### src/rtl/decoder_cfg_sequencer.sv
// Boot/reconfiguration sequencer for the decoder register bus.
// Stops the decoder, streams a ROM table of {address,data} pairs into the
// register banks, then writes the run control word. Shares the bus with a
// host master that owns it whenever the sequencer is idle or done.
module decoder_cfg_sequencer #(
  parameter int          N_ENTRIES = 24,
  parameter int          ROM_LAT   = 2,
  parameter logic [31:0] CTRL_WORD = 32'h0000_0007,
  parameter int          AW        = (N_ENTRIES > 1) ? $clog2(N_ENTRIES) : 1
) (
  input  logic          clk,
  input  logic          reset_l,
  input  logic          go,
  input  logic          abort,
  input  logic          host_req,
  input  logic [4:0]    host_address,
  input  logic [31:0]   host_data,
  output logic          host_gnt,
  output logic          rom_rd,
  output logic [AW-1:0] rom_addr,
  input  logic [36:0]   rom_data,
  output logic          writ,
  output logic [4:0]    address,
  output logic [31:0]   data,
  output logic          busy,
  output logic          done,
  output logic          err
);

  localparam logic [2:0] S_IDLE   = 3'd0;
  localparam logic [2:0] S_STOP   = 3'd1;
  localparam logic [2:0] S_FETCH  = 3'd2;
  localparam logic [2:0] S_WAIT   = 3'd3;
  localparam logic [2:0] S_WRITE  = 3'd4;
  localparam logic [2:0] S_ENABLE = 3'd5;
  localparam logic [2:0] S_DONE   = 3'd6;
  localparam logic [2:0] S_ABORT  = 3'd7;

  localparam logic [AW-1:0] LAST_IDX = AW'(N_ENTRIES - 1);
  localparam logic [2:0]    CNT_LOAD = 3'(ROM_LAT - 1);

  logic [2:0]    state_q, state_d;
  logic [AW-1:0] index_q, index_d;
  logic [2:0]    cnt_q, cnt_d;
  logic          skip_q, skip_d;
  logic          writ_q, writ_d;
  logic [4:0]    address_q, address_d;
  logic [31:0]   data_q, data_d;
  logic          err_q, err_d;

  logic idle_or_done;
  assign idle_or_done = (state_q == S_IDLE) || (state_q == S_DONE);

  // Next-state and registered-bus decisions; a write is decided on the edge
  // that enters the state owning it, so it appears while that state is active.
  always_comb begin
    // NOTE: every signal gets a hold/default value first so no path leaves it
    // unassigned; otherwise synthesis infers a latch.
    state_d   = state_q;
    index_d   = index_q;
    cnt_d     = cnt_q;
    skip_d    = skip_q;
    writ_d    = 1'b0;
    address_d = address_q;
    data_d    = data_q;
    err_d     = err_q;

    case (state_q)
      S_IDLE, S_DONE: begin
        if (go && !abort) begin
          // go wins over a simultaneous host request; the host write is dropped
          state_d   = S_STOP;
          err_d     = 1'b0;
          index_d   = '0;
          writ_d    = 1'b1;
          address_d = 5'd0;
          data_d    = 32'd0;
        end else if (host_req) begin
          writ_d    = 1'b1;
          address_d = host_address;
          data_d    = host_data;
        end
      end
      S_STOP:  state_d = S_FETCH;
      S_FETCH: begin
        state_d = S_WAIT;
        cnt_d   = CNT_LOAD;
      end
      S_WAIT: begin
        if (cnt_q == 3'd0) begin
          // ROM word is valid now; entries aimed at the control bank are skipped
          state_d = S_WRITE;
          skip_d  = (rom_data[36:35] == 2'b00);
          if (rom_data[36:35] != 2'b00) begin
            writ_d    = 1'b1;
            address_d = rom_data[36:32];
            data_d    = rom_data[31:0];
          end
        end else begin
          cnt_d = cnt_q - 3'd1;
        end
      end
      S_WRITE: begin
        if (skip_q) err_d = 1'b1;
        if (index_q == LAST_IDX) begin
          state_d   = S_ENABLE;
          writ_d    = 1'b1;
          address_d = 5'd0;
          data_d    = CTRL_WORD;
        end else begin
          state_d = S_FETCH;
          index_d = index_q + AW'(1);
        end
      end
      S_ENABLE: state_d = S_DONE;
      S_ABORT:  state_d = S_IDLE;
      default:  state_d = S_IDLE;
    endcase

    // Abort overrides any in-progress step: ROM data is dropped and the
    // decoder is stopped again.
    if (abort && !idle_or_done && (state_q != S_ABORT)) begin
      state_d   = S_ABORT;
      writ_d    = 1'b1;
      address_d = 5'd0;
      data_d    = 32'd0;
      err_d     = 1'b1;
    end
  end

  // State and bus registers with asynchronous active-low reset.
  always_ff @(posedge clk or negedge reset_l) begin
    if (!reset_l) begin
      state_q   <= S_IDLE;
      index_q   <= '0;
      cnt_q     <= '0;
      skip_q    <= 1'b0;
      writ_q    <= 1'b0;
      address_q <= '0;
      data_q    <= '0;
      err_q     <= 1'b0;
    end else begin
      // NOTE: non-blocking assignments so every flop samples pre-edge values.
      state_q   <= state_d;
      index_q   <= index_d;
      cnt_q     <= cnt_d;
      skip_q    <= skip_d;
      writ_q    <= writ_d;
      address_q <= address_d;
      data_q    <= data_d;
      err_q     <= err_d;
    end
  end

  assign writ     = writ_q;
  assign address  = address_q;
  assign data     = data_q;
  assign err      = err_q;
  assign busy     = !idle_or_done;
  assign host_gnt = idle_or_done;
  assign done     = (state_q == S_DONE);
  assign rom_rd   = (state_q == S_FETCH);
  assign rom_addr = index_q;

endmodule

### config.mk
export PLATFORM = sky130hd
export DESIGN_NAME = decoder_cfg_sequencer
export DESIGN_NICKNAME = d
export VERILOG_FILES = /design/src/rtl/decoder_cfg_sequencer.sv
export SDC_FILE = /design/constraint.sdc
export NUM_CORES = 1
export LEC_CHECK = 0
export ABC_AREA = 1
export CAP_MARGIN = 20
export CORE_UTILIZATION = 30
export DETAILED_ROUTE_END_ITERATION = 8
export PLACE_DENSITY_LB_ADDON = 0.12
export REMOVE_ABC_BUFFERS = 1
export SLEW_MARGIN = 20
export SYNTH_ARGS = -nofsm -noshare
export SYNTH_HDL_FRONTEND = slang
export SYNTH_SLANG_ARGS = --single-unit
### constraint.sdc
create_clock -name clk -period 2.4 [get_ports clk]
set_clock_uncertainty 0.15 [all_clocks]
set_input_delay 0.36 -clock clk [delete_from_list [all_inputs] [get_ports clk]]
set_output_delay 0.36 -clock clk [all_outputs]
set_load 0.005 [all_outputs]
==> impl_metrics.py, run 1 <==
metrics = {
    "status": {
        "status": "finished, final reports clean",
    },
    "pwr": {
        "leakage_nw": 2.17,
        "ir_drop_v": 0.000418,
        "powerDensity_nw_per_um2": 1080,
    },
    "hold_path": {
        "min_path_type": "reg -> reg",
    },
    "worst_setup_path": {
        "worstSetupStartpointType": "flop",
        "critPathKind": "reg -> out",
        "path_buf_inv": 3,
        "crit_path_end_kind": "output port",
        "critPathMaxFanout": 6,
        "cp_data_arrival_time_ps": 1720,
        "critPathRequiredTime_ps": 1890,
        "critPathSlowestCell": "clkdlybuf4s50_1",
        "critical-path-top-delay-family": "buffers and inverters",
        "path_cells": "inv_1 -> nand3_1 -> nand2_2 -> inv_1 -> clkdlybuf4s50_1",
        "slowest_delay_ps": 500,
        "crit_top_cell": "inv_1",
    },
    "drt": {
        "routed_via_density": 4.83,
        "wirelength_mm": 9.26,
        "postRouteAntennaNets": 0,
        "wl_per_cell_um": 13.8,
        "vias": 3245,
        "drtPass1Iterations": 4,
        "drc_errors": 0,
        "drt_iter0_drc": 132,
    },
    "die": {
        "ios": 127,
        "start_util_pct": 30.8,
        "dieArea_um2": 10400,
        "rows": 36,
        "coreArea_um2": 9730,
        "die_w_um": 102,
        "die-height_um": 102,
    },
    "yosys": {
        "yosysSeqAreaShare_pct": 42.6,
        "synthesis.area_um2": 3000,
        "avgSynthCellArea_um2": 7.07,
        "synth.top_cells.by_area": "dfrtp_1, nand2_1, nand3_1",
        "synth_warnings": 0,
        "netlist-cell-type-count": 19,
        "synth_top_area_share_pct": 42.6,
        "synth-seq-cells": 51,
        "syn_inst": 424,
        "synth_area_leader_cell": "dfrtp_1",
    },
    "timing": {
        "setup_viol": 0,
        "hold_viol_final": 0,
        "rsz0062_at_grt": "no",
        "max_slew_margin_pct": 54.6,
        "tightest_slew_ps": 681,
        "finalCritPeriodShare_pct": 92.8,
        "maxSlewViolCount": 0,
        "whs_ps": 327,
        "fmax_ghz": 0.449,
        "final.min_clock_period_ps": 2230,
    },
    "clock_network": {
        "post_cts_buffers": 0,
        "clock_latency_ps": 300,
        "clkSinkCount": 51,
        "cts_root_buf": "clkbuf_8",
        "clk_pin_slew_ps": 100,
        "clockBufferDepth": 2,
        "cts_tree": "yes",
        "cts_buffers": 5,
        "h-tree-depth": 2,
    },
    "global_route": {
        "grt_start_max_net_pins": 80,
        "grt.total_usage_pct": 18.1,
        "grt_pass1_wl_mm": 14.6,
        "antenna_found_initial": 0,
        "grt_pass1_vias": 3074,
        "grt_overflow": 0,
    },
    "place": {
        "io_buffers": 126,
        "post_dp_cell_area_um2": 4380,
        "finalWeightedCongestion": 0.772,
        "dp_hpwl_mm": 6.27,
    },
    "run": {
        "cap_violations": 0,
    },
    "cells_and_area": {
        "nets": 620,
        "postLayoutCoreUtil_pct": 46.4,
        "diodes": 0,
        "drive_gt1_share_pct": 5.38,
        "syn_to_final_growth_pct": 50.5,
        "final_cell_area_um2": 4510,
    },
}
-- flip-flops by register name (all words and copies together) (netlist names) --
register,flops
err,1
rom_addr,5
state_q,3
data,32
address,5
cnt_q,3
writ,1
skip_q,1
-- worst paths after layout --
check / from / endpoint / slack (ps) / depth (start not counted)
max: state_q[0] / busy / 170 / 5
min: cnt_q[0] / cnt_q[0] / 330 / 1
max reg2reg: rom_addr[0] / data[27] / 530 / 9
min reg2reg: cnt_q[0] / cnt_q[0] / 330 / 1
max in group asynchronous: reset_l / rom_addr[2] / 1050 / 3
min in group asynchronous: reset_l / data[9] / 470 / 2
-- what timing repair did --
action / CTS / global route
resized for setup: 0 / 0
hold buffers: 1 / 0
endpoints found under the hold margin: 27 / 0
-- layer usage --
metal | part of all wire, % | global-route usage, % | vias up
met5 | 0 | 0 | -
met4 | 2.3 | 6.48 | 0
met3 | 5.6 | 3.90 | 14
met2 | 49 | 31.6 | 93
met1 | 43 | 22.0 | 1506
li1 | - | - | 1632
-- where the power goes --
part / total [mW] / internal [mW] / switching, mW / leakage, nW
Clock: 0.650 / 0.344 / 0.306 / 0.0618
Sequential: 1.50 / 1.24 / 0.258 / 0.676
Combinational: 2.72 / 1.26 / 1.46 / 1.44
-- synth_stat cells --
library cell  instances
a21oi_1               1
inv_1                24
xor2_1                1
o22ai_1               2
dfrtp_1              51
nor2_1               14
nand3_2               2
nand3_1              52
o21ai_0              40
inv_2                 2
ha_1                  3
nand4_1              37
buf_2                 6
clkbuf_1             14
buf_6                 2
nand2_1             161
and3_1                1
nand2_2               3
buf_4                 8
-- placed cells by master (no fill, tap or decap), types with 3 or more instances in the layout --
| cell type | n |
|---|---|
| buf_12 | 3 |
| buf_4 | 7 |
| clkbuf_8 | 6 |
| clkdlybuf4s50_1 | 125 |
| dfrtp_1 | 51 |
| ha_1 | 3 |
| inv_1 | 24 |
| nand2_1 | 160 |
| nand2_2 | 4 |
| nand3_1 | 52 |
| nand4_1 | 37 |
| nor2_1 | 12 |
| o21ai_0 | 40 |
-- per-stage QoR --
step           std cells  worst slack, ps  TNS [ps]  total power, mW
2_1_floorplan        394             -337    -12570             2.77
3_3_place_gp         663              375         0             4.23
3_5_place_dp         663              337         0             4.28
4_1_cts              672              148         0             4.94
5_1_grt              672             24.1         0             5.31
6_report             672              173         0             4.87
-- cell type report --
cell class              instances  area [um^2]
inverters                      26         97.6
well taps                     133          166
repair buffers                137         1380
multi-input cells             317         1470
clock inverters                 2         38.8
flip-flops and latches         51         1280
fillers                      1057         5220
clock buffers                   6         82.6
-- logic make-up (layout without fill, tap and decap cells) --
kind of cell / Yosys count / after routing / share of synthesized area, %
AO/OA/AOI/OAI: 43 / 43 / 7.26
XOR/XNOR: 1 / 1 / 0.292
AND/OR/NAND/NOR: 270 / 270 / 39.8
buffers and inverters: 56 / 171 / 8.77
flip-flops: 51 / 51 / 42.6
adder cells (fa/ha/maj): 3 / 3 / 1.25
Note: power is estimated with default switching activity, not from simulation.
==> inputs of run 2 (changes only) <==
--- a/config.mk
+++ b/config.mk
@@ -7,10 +7,13 @@
 export LEC_CHECK = 0
 export ABC_AREA = 1
 export CAP_MARGIN = 20
+export CORE_ASPECT_RATIO = 1.2
+export CORE_MARGIN = 2
 export CORE_UTILIZATION = 30
 export DETAILED_ROUTE_END_ITERATION = 8
 export PLACE_DENSITY_LB_ADDON = 0.12
 export REMOVE_ABC_BUFFERS = 1
+export SETUP_SLACK_MARGIN = 0.15
 export SLEW_MARGIN = 20
 export SYNTH_ARGS = -nofsm -noshare
 export SYNTH_HDL_FRONTEND = slang
==> impl_metrics.py, run 2 (synthesis gave the netlist of run 1 again) <==
metrics = {
    "worst_setup_path": {
        "path_buf_inv": 3,
        "critPathKind": "reg -> out",
        "critPathSlowestCell": "clkdlybuf4s50_1",
        "cp_data_arrival_time_ps": 1650,
        "path_cells": "inv_2 -> nand2_1 -> nand2_2 -> inv_1 -> clkdlybuf4s50_1",
        "reg2reg_from": "state_q[2]",
        "rr_endpoint": "data[16]",
        "critPathMaxFanout": 6,
        "critical-path-top-delay-family": "buffers and inverters",
        "rrSetupSlack_ps": 520,
        "critPathRequiredTime_ps": 1890,
        "r2r_cells": 8,
        "slowest_delay_ps": 520,
        "worstSetupStartpointType": "flop",
        "crit_path_end_kind": "output port",
    },
    "timing": {
        "maxSlewViolCount": 0,
        "max_slew_margin_pct": 58.3,
        "rsz0062_at_grt": "no",
        "setup_viol": 0,
        "worst_slack_ps": 240,
        "final.min_clock_period_ps": 2160,
        "fmax_ghz": 0.463,
        "tightest_slew_ps": 626,
        "finalCritPeriodShare_pct": 90.0,
        "whs_ps": 324,
        "hold_viol_final": 0,
    },
    "cells_and_area": {
        "syn_to_final_growth_pct": 53.7,
        "fillerInstances": 969,
        "regArea_um2": 1280,
        "drive_gt1_share_pct": 7.35,
        "postLayoutCoreUtil_pct": 47.9,
        "final_common_cell": "nand2_1",
        "diodes": 0,
        "largest_reg_flops": 32,
        "multi_input_area_um2": 1490,
        "nets": 625,
        "mostFrequentLayoutCells": "nand2_1, clkdlybuf4s50_1, nand3_1",
    },
    "status": {
        "status": "finished, final reports clean",
    },
    "clock_network": {
        "h-tree-depth": 2,
        "clock_latency_ps": 290,
        "cts_root_buf": "clkbuf_16",
        "cts_buffers": 5,
        "cts_tree": "yes",
        "clkSinkCount": 51,
        "clockBufferDepth": 2,
        "clk_pin_slew_ps": 70,
    },
    "hold_path": {
        "min_path_type": "reg -> reg",
        "min-delay-start": "cnt_q[0]",
        "holdPathEnd": "cnt_q[0]",
        "whs_path_depth": 1,
    },
    "die": {
        "start_util_pct": 31.2,
        "coreArea_um2": 9610,
        "die_w_um": 95.2,
        "dieArea_um2": 10800,
        "ios": 127,
        "die-height_um": 113,
        "rows": 39,
    },
    "global_route": {
        "grt_pass1_wl_mm": 15.0,
        "grt_overflow": 0,
        "grt_pass1_vias": 3038,
        "grt_start_max_net_pins": 54,
        "grt.total_usage_pct": 17.3,
        "antenna_found_initial": 0,
    },
    "drt": {
        "vias": 3275,
        "postRouteAntennaNets": 0,
        "drc_errors": 0,
        "drt_iter0_drc": 160,
        "drtPass1Iterations": 4,
        "routed_via_density": 4.91,
        "wl_per_cell_um": 14.2,
        "wirelength_mm": 9.49,
    },
    "place": {
        "pre_cts_ws_ps": 248,
        "io_buffers": 126,
        "dp_hpwl_mm": 6.49,
        "finalWeightedCongestion": 0.808,
    },
    "pwr": {
        "ir_drop_v": 0.000581,
        "leakage_nw": 2.21,
        "powerDensity_nw_per_um2": 1120,
        "total_power_mw": 5.16,
    },
    "run": {
        "cap_violations": 0,
    },
}
## run 2: area by class of cell
class                   count  area share, %
multi-input cells         317           32.3
repair buffers            142           30.7
flip-flops and latches     51           27.8
well taps                 123           3.34
clock buffers               5           2.72
inverters                  26           2.12
clock inverters             3           1.00
## run 2: worst max path at each step
| stage | startpoint | end | slack (ps) | cells past startpoint |
|---|---|---|---|---|
| 2_1_floorplan | state_q[1] | address[0] | -340 | 6 |
| 3_3_place_gp | abort | data[18] | 260 | 8 |
| 3_5_place_dp | abort | data[30] | 250 | 8 |
| 4_1_cts | state_q[1] | busy | 160 | 5 |
| 5_1_grt | state_q[0] | busy | 160 | 5 |
| 6_report | state_q[2] | busy | 240 | 5 |
## run 2: timing repair
action | CTS | global route
resized for setup | 1 | 6
hold buffers | 1 | 0
endpoints found under the setup margin | 1 | 2
hold endpoints to repair | 24 | 0
pin swaps | 0 | 0
buffers inserted | 0 | 3
## run 2: per-stage QoR
stage	instance area [um^2]	setup TNS, ps	cells
4_1_cts	4570	0	664
3_3_place_gp	4390	0	655
6_report	4610	0	667
5_1_grt	4610	0	667
3_5_place_dp	4390	0	655
2_1_floorplan	2830	-12570	394
## run 2: routing by layer
metal	GRT usage, %	part of all wire [%]	vias to the layer above
li1	-	-	1645
met1	25.2	47	1511
met2	26.7	45	112
met3	3.04	6.4	7
met4	4.35	0.89	0
met5	0	0	-
## run 2: power breakdown
| part | switching (mW) | internal [mW] | leakage (nW) |
|---|---|---|---|
| sequential | 0.264 | 1.25 | 0.673 |
| combinational | 1.50 | 1.31 | 1.46 |
| clock | 0.332 | 0.496 | 0.0804 |
| total | 2.10 | 3.06 | 2.21 |
